[src/rtl/multicycle_pkg.sv]
// Shared encodings for the multicycle MIPS control FSM: state codes, opcodes,
// funct codes, ALU operations and datapath mux selects.
package multicycle_pkg;

  typedef enum logic [3:0] {
    S_IDLE    = 4'd0,
    S_FETCH   = 4'd1,
    S_DECODE  = 4'd2,
    S_MEMADR  = 4'd3,
    S_MEMRD   = 4'd4,
    S_MEMWB   = 4'd5,
    S_MEMWR   = 4'd6,
    S_EXECUTE = 4'd7,
    S_ALUWB   = 4'd8,
    S_ADDIEX  = 4'd9,
    S_GPIOEX  = 4'd10,
    S_IMMWB   = 4'd11,
    S_BRANCH  = 4'd12,
    S_JUMP    = 4'd13
  } state_t;

  localparam logic [5:0] OP_RTYPE  = 6'b000000;
  localparam logic [5:0] OP_LW     = 6'b100011;
  localparam logic [5:0] OP_SW     = 6'b101011;
  localparam logic [5:0] OP_ADDI   = 6'b001000;
  localparam logic [5:0] OP_SWADDI = 6'b111111;
  localparam logic [5:0] OP_BEQ    = 6'b000100;
  localparam logic [5:0] OP_BNE    = 6'b000101;
  localparam logic [5:0] OP_J      = 6'b000010;

  localparam logic [5:0] FUNCT_ADD = 6'b100000;
  localparam logic [5:0] FUNCT_SUB = 6'b100010;
  localparam logic [5:0] FUNCT_AND = 6'b100100;
  localparam logic [5:0] FUNCT_OR  = 6'b100101;
  localparam logic [5:0] FUNCT_SLT = 6'b101010;

  localparam logic [2:0] ALU_ADD = 3'b010;
  localparam logic [2:0] ALU_SUB = 3'b110;
  localparam logic [2:0] ALU_AND = 3'b000;
  localparam logic [2:0] ALU_OR  = 3'b001;
  localparam logic [2:0] ALU_SLT = 3'b111;

  localparam logic [1:0] SRCB_B     = 2'b00;
  localparam logic [1:0] SRCB_FOUR  = 2'b01;
  localparam logic [1:0] SRCB_IMM   = 2'b10;
  localparam logic [1:0] SRCB_IMMSH = 2'b11;

  localparam logic [1:0] PCSRC_ALU    = 2'b00;
  localparam logic [1:0] PCSRC_ALUOUT = 2'b01;
  localparam logic [1:0] PCSRC_JUMP   = 2'b10;

  function automatic logic is_mem_op(input logic [5:0] op);
    return (op == OP_LW) || (op == OP_SW);
  endfunction

endpackage

[src/rtl/alu_decoder.sv]
// Combinational R-type funct decoder: yields the ALU operation and whether the
// funct is one the control unit supports.
module alu_decoder
  import multicycle_pkg::*;
(
  input  logic [5:0] i_funct,
  output logic [2:0] o_alu_control,
  output logic       o_legal
);

  always_comb begin
    o_alu_control = ALU_ADD;
    o_legal       = 1'b1;
    case (i_funct)
      FUNCT_ADD: o_alu_control = ALU_ADD;
      FUNCT_SUB: o_alu_control = ALU_SUB;
      FUNCT_AND: o_alu_control = ALU_AND;
      FUNCT_OR:  o_alu_control = ALU_OR;
      FUNCT_SLT: o_alu_control = ALU_SLT;
      default:   o_legal       = 1'b0;
    endcase
  end

endmodule

[src/rtl/multicycle_control.sv]
// Moore sequencing FSM for the multicycle MIPS datapath. Optional macro BNE_EN
// adds bne, reusing the BRANCH state with an inverted Zero test.
module multicycle_control
  import multicycle_pkg::*;
(
  input  logic       clk,
  input  logic       reset,
  input  logic [5:0] Op,
  input  logic [5:0] Funct,
  input  logic       Zero,
  output logic       PCWrite,
  output logic [1:0] PCSrc,
  output logic       RegWrite,
  output logic       IorD,
  output logic       MemWrite,
  output logic       IRWrite,
  output logic       RegDst,
  output logic       MemtoReg,
  output logic       ALUSrcA,
  output logic [1:0] ALUSrcB,
  output logic [2:0] ALUControl,
  output logic       gpio_i,
  output logic [3:0] state_o,
  output logic       instr_done_o,
  output logic       illegal_o
);

  state_t     r_state;
  logic [2:0] w_funct_alu;
  logic       w_funct_legal;
  logic       w_op_legal;

  alu_decoder u_alu_decoder (
    .i_funct       (Funct),
    .o_alu_control (w_funct_alu),
    .o_legal       (w_funct_legal)
  );

  always_comb begin
    w_op_legal = 1'b0;
    case (Op)
      OP_LW, OP_SW, OP_ADDI, OP_SWADDI, OP_BEQ, OP_J: w_op_legal = 1'b1;
      OP_RTYPE: w_op_legal = w_funct_legal;
`ifdef BNE_EN
      OP_BNE:   w_op_legal = 1'b1;
`endif
      default:  w_op_legal = 1'b0;
    endcase
  end

`ifdef BNE_EN
  logic r_bne;

  // Remembers whether the branch in flight is bne so BRANCH can invert Zero.
  always_ff @(posedge clk or negedge reset) begin
    if (!reset)
      r_bne <= 1'b0;
    else if (r_state == S_DECODE)
      r_bne <= (Op == OP_BNE);
  end
`endif

  always_ff @(posedge clk or negedge reset) begin
    if (!reset) begin
      r_state <= S_IDLE;
    end else begin
      case (r_state)
        S_IDLE:   r_state <= S_FETCH;
        S_FETCH:  r_state <= S_DECODE;
        S_DECODE: begin
          if (!w_op_legal)
            r_state <= S_FETCH;
          else if (is_mem_op(Op))
            r_state <= S_MEMADR;
          else begin
            case (Op)
              OP_RTYPE:  r_state <= S_EXECUTE;
              OP_ADDI:   r_state <= S_ADDIEX;
              OP_SWADDI: r_state <= S_GPIOEX;
              OP_BEQ:    r_state <= S_BRANCH;
`ifdef BNE_EN
              OP_BNE:    r_state <= S_BRANCH;
`endif
              OP_J:      r_state <= S_JUMP;
              default:   r_state <= S_FETCH;
            endcase
          end
        end
        S_MEMADR:  r_state <= (Op == OP_LW) ? S_MEMRD : S_MEMWR;
        S_MEMRD:   r_state <= S_MEMWB;
        S_EXECUTE: r_state <= S_ALUWB;
        S_ADDIEX:  r_state <= S_IMMWB;
        S_GPIOEX:  r_state <= S_IMMWB;
        default:   r_state <= S_FETCH;
      endcase
    end
  end

  // Output decode is purely from the state register, except the branch PC
  // enable which must follow the live Zero flag within the BRANCH cycle.
  always_comb begin
    PCWrite      = 1'b0;
    PCSrc        = PCSRC_ALU;
    RegWrite     = 1'b0;
    IorD         = 1'b0;
    MemWrite     = 1'b0;
    IRWrite      = 1'b0;
    RegDst       = 1'b0;
    MemtoReg     = 1'b0;
    ALUSrcA      = 1'b0;
    ALUSrcB      = SRCB_B;
    ALUControl   = ALU_ADD;
    gpio_i       = 1'b0;
    instr_done_o = 1'b0;
    illegal_o    = 1'b0;
    case (r_state)
      S_FETCH: begin
        IRWrite = 1'b1;
        ALUSrcB = SRCB_FOUR;
        PCSrc   = PCSRC_ALU;
        PCWrite = 1'b1;
      end
      S_DECODE: begin
        ALUSrcB   = SRCB_IMMSH;
        illegal_o = ~w_op_legal;
      end
      S_MEMADR: begin
        ALUSrcA = 1'b1;
        ALUSrcB = SRCB_IMM;
      end
      S_MEMRD: IorD = 1'b1;
      S_MEMWB: begin
        MemtoReg     = 1'b1;
        RegWrite     = 1'b1;
        instr_done_o = 1'b1;
      end
      S_MEMWR: begin
        IorD         = 1'b1;
        MemWrite     = 1'b1;
        instr_done_o = 1'b1;
      end
      S_EXECUTE: begin
        ALUSrcA    = 1'b1;
        ALUSrcB    = SRCB_B;
        ALUControl = w_funct_alu;
      end
      S_ALUWB: begin
        RegDst       = 1'b1;
        RegWrite     = 1'b1;
        instr_done_o = 1'b1;
      end
      S_ADDIEX: begin
        ALUSrcA = 1'b1;
        ALUSrcB = SRCB_IMM;
      end
      S_GPIOEX: begin
        ALUSrcA = 1'b1;
        ALUSrcB = SRCB_IMM;
        gpio_i  = 1'b1;
      end
      S_IMMWB: begin
        RegWrite     = 1'b1;
        instr_done_o = 1'b1;
      end
      S_BRANCH: begin
        ALUSrcA      = 1'b1;
        ALUSrcB      = SRCB_B;
        ALUControl   = ALU_SUB;
        PCSrc        = PCSRC_ALUOUT;
`ifdef BNE_EN
        PCWrite      = r_bne ? ~Zero : Zero;
`else
        PCWrite      = Zero;
`endif
        instr_done_o = 1'b1;
      end
      S_JUMP: begin
        PCSrc        = PCSRC_JUMP;
        PCWrite      = 1'b1;
        instr_done_o = 1'b1;
      end
      default: ;
    endcase
  end

  assign state_o = r_state;

endmodule

[config.mk]
export PLATFORM = sky130hd
export DESIGN_NAME = multicycle_control
export DESIGN_NICKNAME = d
export VERILOG_FILES = /design/src/rtl/multicycle_pkg.sv /design/src/rtl/alu_decoder.sv /design/src/rtl/multicycle_control.sv
export SDC_FILE = /design/constraint.sdc
export NUM_CORES = 1
export LEC_CHECK = 0
export CAP_MARGIN = 20
export CORE_MARGIN = 4
export CORE_UTILIZATION = 49
export CTS_CLUSTER_SIZE = 8
export DETAILED_ROUTE_END_ITERATION = 12
export DONT_BUFFER_PORTS = 1
export PLACE_DENSITY = 0.75
export SLEW_MARGIN = 20
export SYNTH_ARGS = -nofsm -noshare
export SYNTH_HDL_FRONTEND = slang
export SYNTH_SLANG_ARGS = --single-unit
[constraint.sdc]
create_clock -name clk -period 1.4 [get_ports clk]
set_input_delay 0.14 -clock clk [delete_from_list [all_inputs] [get_ports clk]]
set_output_delay 0.14 -clock clk [all_outputs]
set_load 0.03 [all_outputs]
==> out/metrics.yaml, run 1 <==
status: "finished with violations"
violations: "setup timing"
start_util_pct: 55.3
drtPass1Iterations: 5
die_area_mm2: 0.00199
cts_buffers: 3
root_buffer: "clkbuf_4"
cts_buffer_depth: 2
fin_setup_tns_ns: -2.91
port-buffer-count: 0
reg2reg_from: "state_o[0]"
pwr-share-seq_pct: 9.7
grt_pass1_wl_um: 4420
vias: 1101
final-setup-viol-count: 17
grt_start_max_net_pins: 18
worst_path_max_delay_cell: "dfrtp_2"
ys_ff_latch: 4
crit_required_ns: 1.26
htreeDepth: 1
clock_power_share_pct: 5.6
wl_um: 3820
swShare_pct: 56.7
synth_top_area_share_pct: 15.3
netlist_instances: 101
cellPowerDensity_mw_per_mm2: 2520
antenna_left: 0
largest_reg_flops: 4
ioPinCount: 37
final_hold_viol_count: 0
drc: 0
overflow: 0
critical_path_buf_inv_count: 2
crit_chain: "buf_4 -> nor2b_2 -> nand2_2 -> o22ai_2 -> buf_6"
n_fill_cell: 25
start_kind: "flop"
startpoint: "state_o[1]"
place.gp.congestion: 0.801
clock_latency_ns: 0.25
cts_tree: "done"
worstSetupEndpointType: "output port"
yosys_warnings: 0
skew_ns: 0.0154
die_w_um: 44.6
period_share_pct: 123
combPwrFrac_pct: 84.7
drt_iter0_drc: 63
max_clock_freq_mhz: 582
holdWs_ns: 0.134
hold_class: "input pin to flop"
cpLargestDelayFamily: "flip-flops"
setup_slack_ns: -0.318
core_mm2: 0.00119
diodes: 0
final_cells: 149
seq_area_frac_synth_pct: 15.3
p_leak_nw: 0.488
path_clk_slew_ns: 0.05
grt_pass1_vias: 960
grt_antenna_before_repair: 0
ir_drop_uv: 2150
cp_max_fo: 5
cts.sinks: 4
p_int_w: 0.00125
maxCapViolations: 0
slew_headroom_pct: 58.5
syn_area_per_cell_um2: 6.49
grt_usage_pct: 30.2
final.min_clock_period_ns: 1.72
yosysUniqueCellTypes: 37
rows: 12
syn-num-nets: 116
syn-cell-area_um2: 656
holdCritStartpoint: "Op[1]"
worst-setup-path-type: "flop to output port"
hpwl_um: 1630
final_layout_size_suffix_gt1_share_pct: 59.3
cp.arrival_ns: 1.58
tightestPinTransition_ns: 0.617
wire_per_inst_um: 25.7
power_switching_w: 0.00163
avgViaCountPerCell: 7.39
die_h_um: 44.6
synth_area_leaders: "dfrtp_1 (15%), nor2_1 (9.7%), nand2_1 (6.9%)"
final_common_cell: "buf_4"
grt_setup_unrepaired: "yes"
slew_viol_final: 0
synth_top_cell_by_area: "dfrtp_1"
fin_nets: 152
worst_path_largest_cell_delay_ns: 0.46
place_inst: 136
layout_common_cells: "buf_4 (24), buf_6 (12), nor2_1 (10)"
syn_to_final_growth_pct: 74.6
metal layers:
metal,vias up,global-route usage [%],routed length [µm]
met2,139,53.9,1760
li1,426,-,-
met5,-,0,0
met4,0,11.4,314
met1,488,33.6,1250
met3,48,7.72,497
cell type report:
| type | instances | area [µm²] | share of cell area, % |
|---|---|---|---|
| well taps | 14 | 17.5 | 1.53 |
| flip-flops and latches | 4 | 105 | 9.18 |
| multi-input cells | 87 | 654 | 57.2 |
| repair buffers | 37 | 325 | 28.4 |
| clock buffers | 3 | 22.5 | 1.97 |
| inverters | 4 | 20.0 | 1.75 |
metrics by stage:
| stage | total power, W | cell area [µm²] | utilization, % | setup slack [ns] |
|---|---|---|---|---|
| after floorplan | 0.00154 | 754 | - | -0.0878 |
| after global placement | 0.00202 | 926 | 78.1 | 0.0228 |
| after detailed placement | 0.00207 | 926 | 78.1 | 0.00605 |
| after CTS | 0.00251 | 1080 | 90.8 | -0.176 |
| after global routing | 0.00298 | 1140 | 96.5 | -0.330 |
| final | 0.00288 | 1140 | 96.5 | -0.318 |
power groups by stage:
stage,logic (W),clock network [W],registers [W]
floorplan,0.00117,0,0.000371
finish,0.00244,0.000162,0.000278
CTS,0.00208,0.000147,0.000280
detailed placement,0.00179,0,0.000275
global route,0.00252,0.000173,0.000286
global placement,0.00175,0,0.000267
kinds of logic (layout without fill, tap and decap cells):
family | count (synthesis) | count (layout) | synth area share (%)
compound gates | 26 | 26 | 28.2
flops | 4 | 4 | 15.3
simple gates | 58 | 58 | 44.3
buf+inv | 10 | 44 | 8.01
mux | 1 | 1 | 1.53
xor+xnor | 2 | 2 | 2.67
path summary, 6_finish.rpt:
| kind | slack (ns) | endpoint | cells past startpoint |
|---|---|---|---|
| min reg2reg | 0.69 | state_o[0] | 2 |
| min | 0.13 | state_o[2] | 3 |
| min in group asynchronous | 0.16 | state_o[3] | 1 |
| max in group asynchronous | 1.02 | state_o[2] | 1 |
| max reg2reg | 0.03 | state_o[1] | 3 |
| max | -0.32 | ALUControl[2] | 5 |
repair_timing:
item / CTS / global route
buffers inserted: 5 / 4
hold endpoints to repair: 4 / 0
hold buffers: 1 / 0
gates resized for setup: 24 / 10
setup endpoints to repair: 13 / 19
pin swaps: 4 / 2
cells in the mapped netlist:
master / count
inv_1: 3
and3_1: 1
xnor2_1: 1
a31oi_1: 1
a211oi_2: 1
or3_1: 2
nand2_1: 12
a21o_1: 2
or4_1: 1
clkbuf_1: 4
nor4_1: 2
xor2_1: 1
o21ai_1: 1
a21o_2: 1
o2111a_1: 1
or2_4: 1
nand3_1: 6
dfrtp_1: 4
clkinv_1: 1
nor2b_1: 3
nand4b_1: 1
mux2i_1: 1
o32ai_2: 1
nor3_1: 4
o41ai_2: 1
buf_6: 2
o211ai_1: 1
or2_2: 2
nor2_1: 17
a221oi_1: 1
a21oi_1: 6
or4b_1: 1
and2_1: 1
o22ai_1: 2
o21ai_0: 7
and2b_2: 1
nand2b_1: 3
worst register-to-register path, cell delays in order (launching register included):
cell	delay, ns
dfrtp_2	0.41
nand2b_1	0.18
or3_4	0.39
o32ai_2	0.30
Power figures use the tool's default switching activity.
==> inputs of run 2 (changes only) <==
--- a/config.mk
+++ b/config.mk
@@ -6,7 +6,7 @@
 export NUM_CORES = 1
 export LEC_CHECK = 0
 export CAP_MARGIN = 20
-export CORE_MARGIN = 4
+export CORE_MARGIN = 2
 export CORE_UTILIZATION = 49
 export CTS_CLUSTER_SIZE = 8
 export DETAILED_ROUTE_END_ITERATION = 12
==> out/metrics.yaml, run 2 (synthesized netlist as in run 1, its figures left out) <==
status: "finished with violations"
violations: "setup timing"
worstSetupEndpointType: "output port"
cp_max_fo: 7
setup_slack_ns: -0.242
cts_buffer_depth: 2
holdWs_ns: 0.118
start_kind: "flop"
period_share_pct: 117
final.min_clock_period_ns: 1.64
grt_antenna_before_repair: 0
worst_path_max_delay_cell: "dfrtp_2"
root_buffer: "clkbuf_4"
drc: 0
n_fill_cell: 57
cts.sinks: 4
avgViaCountPerCell: 6.45
power_w: 0.00281
diodes: 0
die_area_mm2: 0.00165
clock_latency_ns: 0.24
path_clk_slew_ns: 0.04
grt_pass1_vias: 702
worst-setup-path-type: "flop to output port"
final_cells: 148
core_mm2: 0.00127
drtPass1Iterations: 4
place.gp.congestion: 0.765
wire_per_inst_um: 19.9
cp.arrival_ns: 1.50
place_ws_ns: -0.0135
start_util_pct: 51.7
port-buffer-count: 0
antenna_left: 0
slew_headroom_pct: 66.7
grt_usage_pct: 26.2
die_w_um: 40.6
die_h_um: 40.6
ioPinCount: 37
grt_pass1_wl_um: 2860
slew_viol_final: 0
hold_class: "input pin to flop"
largest_reg_flops: 4
maxCapViolations: 0
cts_tree: "done"
seqCellArea_um2: 105
worst_path_largest_cell_delay_ns: 0.44
final_layout_size_suffix_gt1_share_pct: 59.4
hpwl_um: 1550
grt_setup_unrepaired: "yes"
multi_input_area_um2: 674
cts_buffers: 3
htreeDepth: 1
cellPowerDensity_mw_per_mm2: 2450
vias: 954
final-setup-viol-count: 17
grt_start_max_net_pins: 12
final_common_cell: "buf_4"
final_hold_viol_count: 0
max_clock_freq_mhz: 609
rows: 13
place_inst: 136
fin_nets: 150
drt_iter0_drc: 40
post-route-util_pct: 90.4
crit_chain: "nand2b_4 -> nor2_4 -> buf_4 -> nor3_1 -> a31oi_4"
ir_drop_uv: 2180
p_leak_nw: 0.487
skew_ns: 0.00303
syn_to_final_growth_pct: 75.0
crit_required_ns: 1.26
layout_common_cells: "buf_4 (23), nor2_1 (11), buf_6 (11)"
overflow: 0
wl_um: 2950
tightestPinTransition_ns: 0.495
## run 2: path summary, 6_finish.rpt
path                                 start           end  slack [ns]  cells after the start
worst max-delay path            state_o[3]  instr_done_o       -0.24                      5
worst min-delay path                 Op[1]    state_o[2]        0.12                      3
worst max register to register  state_o[0]    state_o[1]       -0.14                      4
worst min register to register  state_o[0]    state_o[3]        0.71                      2
max in group asynchronous            reset    state_o[2]        1.04                      1
min in group asynchronous            reset    state_o[1]        0.18                      1
## run 2: cell type report
class	instances	area share, %
tap	15	1.64
clock buffer	3	1.96
sequential	4	9.16
multi-input combinational	87	58.8
inverter	4	1.74
timing repair buffer	35	26.7
## run 2: metrics by stage
step	instance area, µm²	TNS, ns
6_report	1150	-2.37
5_1_grt	1150	-2.91
4_1_cts	1050	-1.26
3_5_place_dp	920	-0.0135
3_3_place_gp	920	0
2_1_floorplan	754	-0.587
## run 2: where the power goes
group | internal [W] | switching (W)
logic | 0.000959 | 0.00140
clock network | 0.0000958 | 0.0000466
registers | 0.000181 | 0.000119
## run 2: critical path: cells and delay by family, from the launching register on
| family | cells | cell delay [ns] |
|---|---|---|
| buffers and inverters | 1 | 0.13 |
| AOI/OAI and AO/OA | 1 | 0.12 |
| and+or+nand+nor | 3 | 0.57 |
| DFF | 1 | 0.44 |
## run 2: repair_timing
item / 4_1_cts / 5_1_grt
setup buffers: 4 / 4
pin swaps: 4 / 2
endpoints found under the setup margin: 13 / 20
resized for setup: 19 / 19
hold endpoints to repair: 4 / 0
hold buffers: 1 / 0
## run 2: layer usage
metal	part of all wire, %	track usage [%]	routed length [µm]	vias up
met1	39	29.8	1140	449
met2	51	49.2	1510	63
li1	-	-	-	431
met5	0	0	0	-
met3	8.7	3.33	256	11
met4	1.5	8.33	43	0
==> patch, RTL diff (config.mk and constraints of run 2) <==
Add an input register stage for `Funct`, without a reset; this delays it by one clock. The other inputs are not delayed to match.
--- a/src/rtl/multicycle_control.sv
+++ b/src/rtl/multicycle_control.sv
@@ -27,2 +27,8 @@
 
+  logic [5:0] Funct_q;
+
+  always_ff @(posedge clk) begin
+    Funct_q <= Funct;
+  end
+
   state_t     r_state;
@@ -33,3 +39,3 @@
   alu_decoder u_alu_decoder (
-    .i_funct       (Funct),
+    .i_funct       (Funct_q),
     .o_alu_control (w_funct_alu),
Behaviour: not the same (Yosys sat finds a counterexample within 4 cycles, from zero or initial values and one cycle with reset low).
==> patch against run 2 <==
  * The run now fails in clock tree synthesis (4_1_cts)
  * Synthesized area is 8.6% higher
  * Synthesized cell count decreased by 2.0%
==> patch: results (changes against run 2) <==
metric,value,unit,change
dp_hpwl,1772,um,+15%
h-tree-depth,1,,unchanged
synth_cell_types,38,,+2.7%
synth_nets,114,,-1.7%
cts_root_buf,clkbuf_4,,
cts_setup_buffers,17,,+13
clock_path_buffers,2,,unchanged
cts.repair.resized,44,,+25
synth_area_leaders,"dfxtp_1, dfrtp_1, nor2_1, nand2_1, o22ai_1",,
yosysSeqAreaShare,30.93,%,+16 points
numCtsBuffers,3,,unchanged
async_flop_share,40.00,%,-60 points
outcome,did not finish,,
synthTopCellsByCount,"nor2_1, nand2_1, a21oi_1, dfxtp_1, o22ai_1",,
tool.error,"[ERROR DPL-0038] Utilization greater than 100%, impossible to legalize",,
clock-sinks,10,,+6
gp_congestion,0.8721,,+14%
netlist_instances,99,,-2.0%
cts_hold_buffers,7,,+6
placed_cells,136,,unchanged
stop_stage,clock tree synthesis (4_1_cts),,
ys_warn_count,0,,unchanged
place.port_buffers,0,,unchanged
## patch: cell types whose count changed after synthesis, sizes merged, moves of 2 or more
cell / delta
o21ai: -4
or2: -2
nand4: +2
nand3: -4
o22ai: +4
dfxtp: +6
a21o: -3
## patch: logic make-up after synthesis
group | share of synthesized area, %
flip-flops | 30.93
buffers and inverters | 5.974
AND/OR/NAND/NOR | 34.45
AO/OA/AOI/OAI | 24.96
XOR/XNOR | 3.691
## patch: metrics by stage
step / setup WS [ns] / instance area (um2) / TNS [ns] / hold slack [ns]
2_1_floorplan: -0.1918 / 907.1 / -1.040 / -0.1556
3_3_place_gp: -0.1502 / 1102 / -0.2984 / -0.1555
3_5_place_dp: -0.1985 / 1102 / -0.4743 / -0.1555
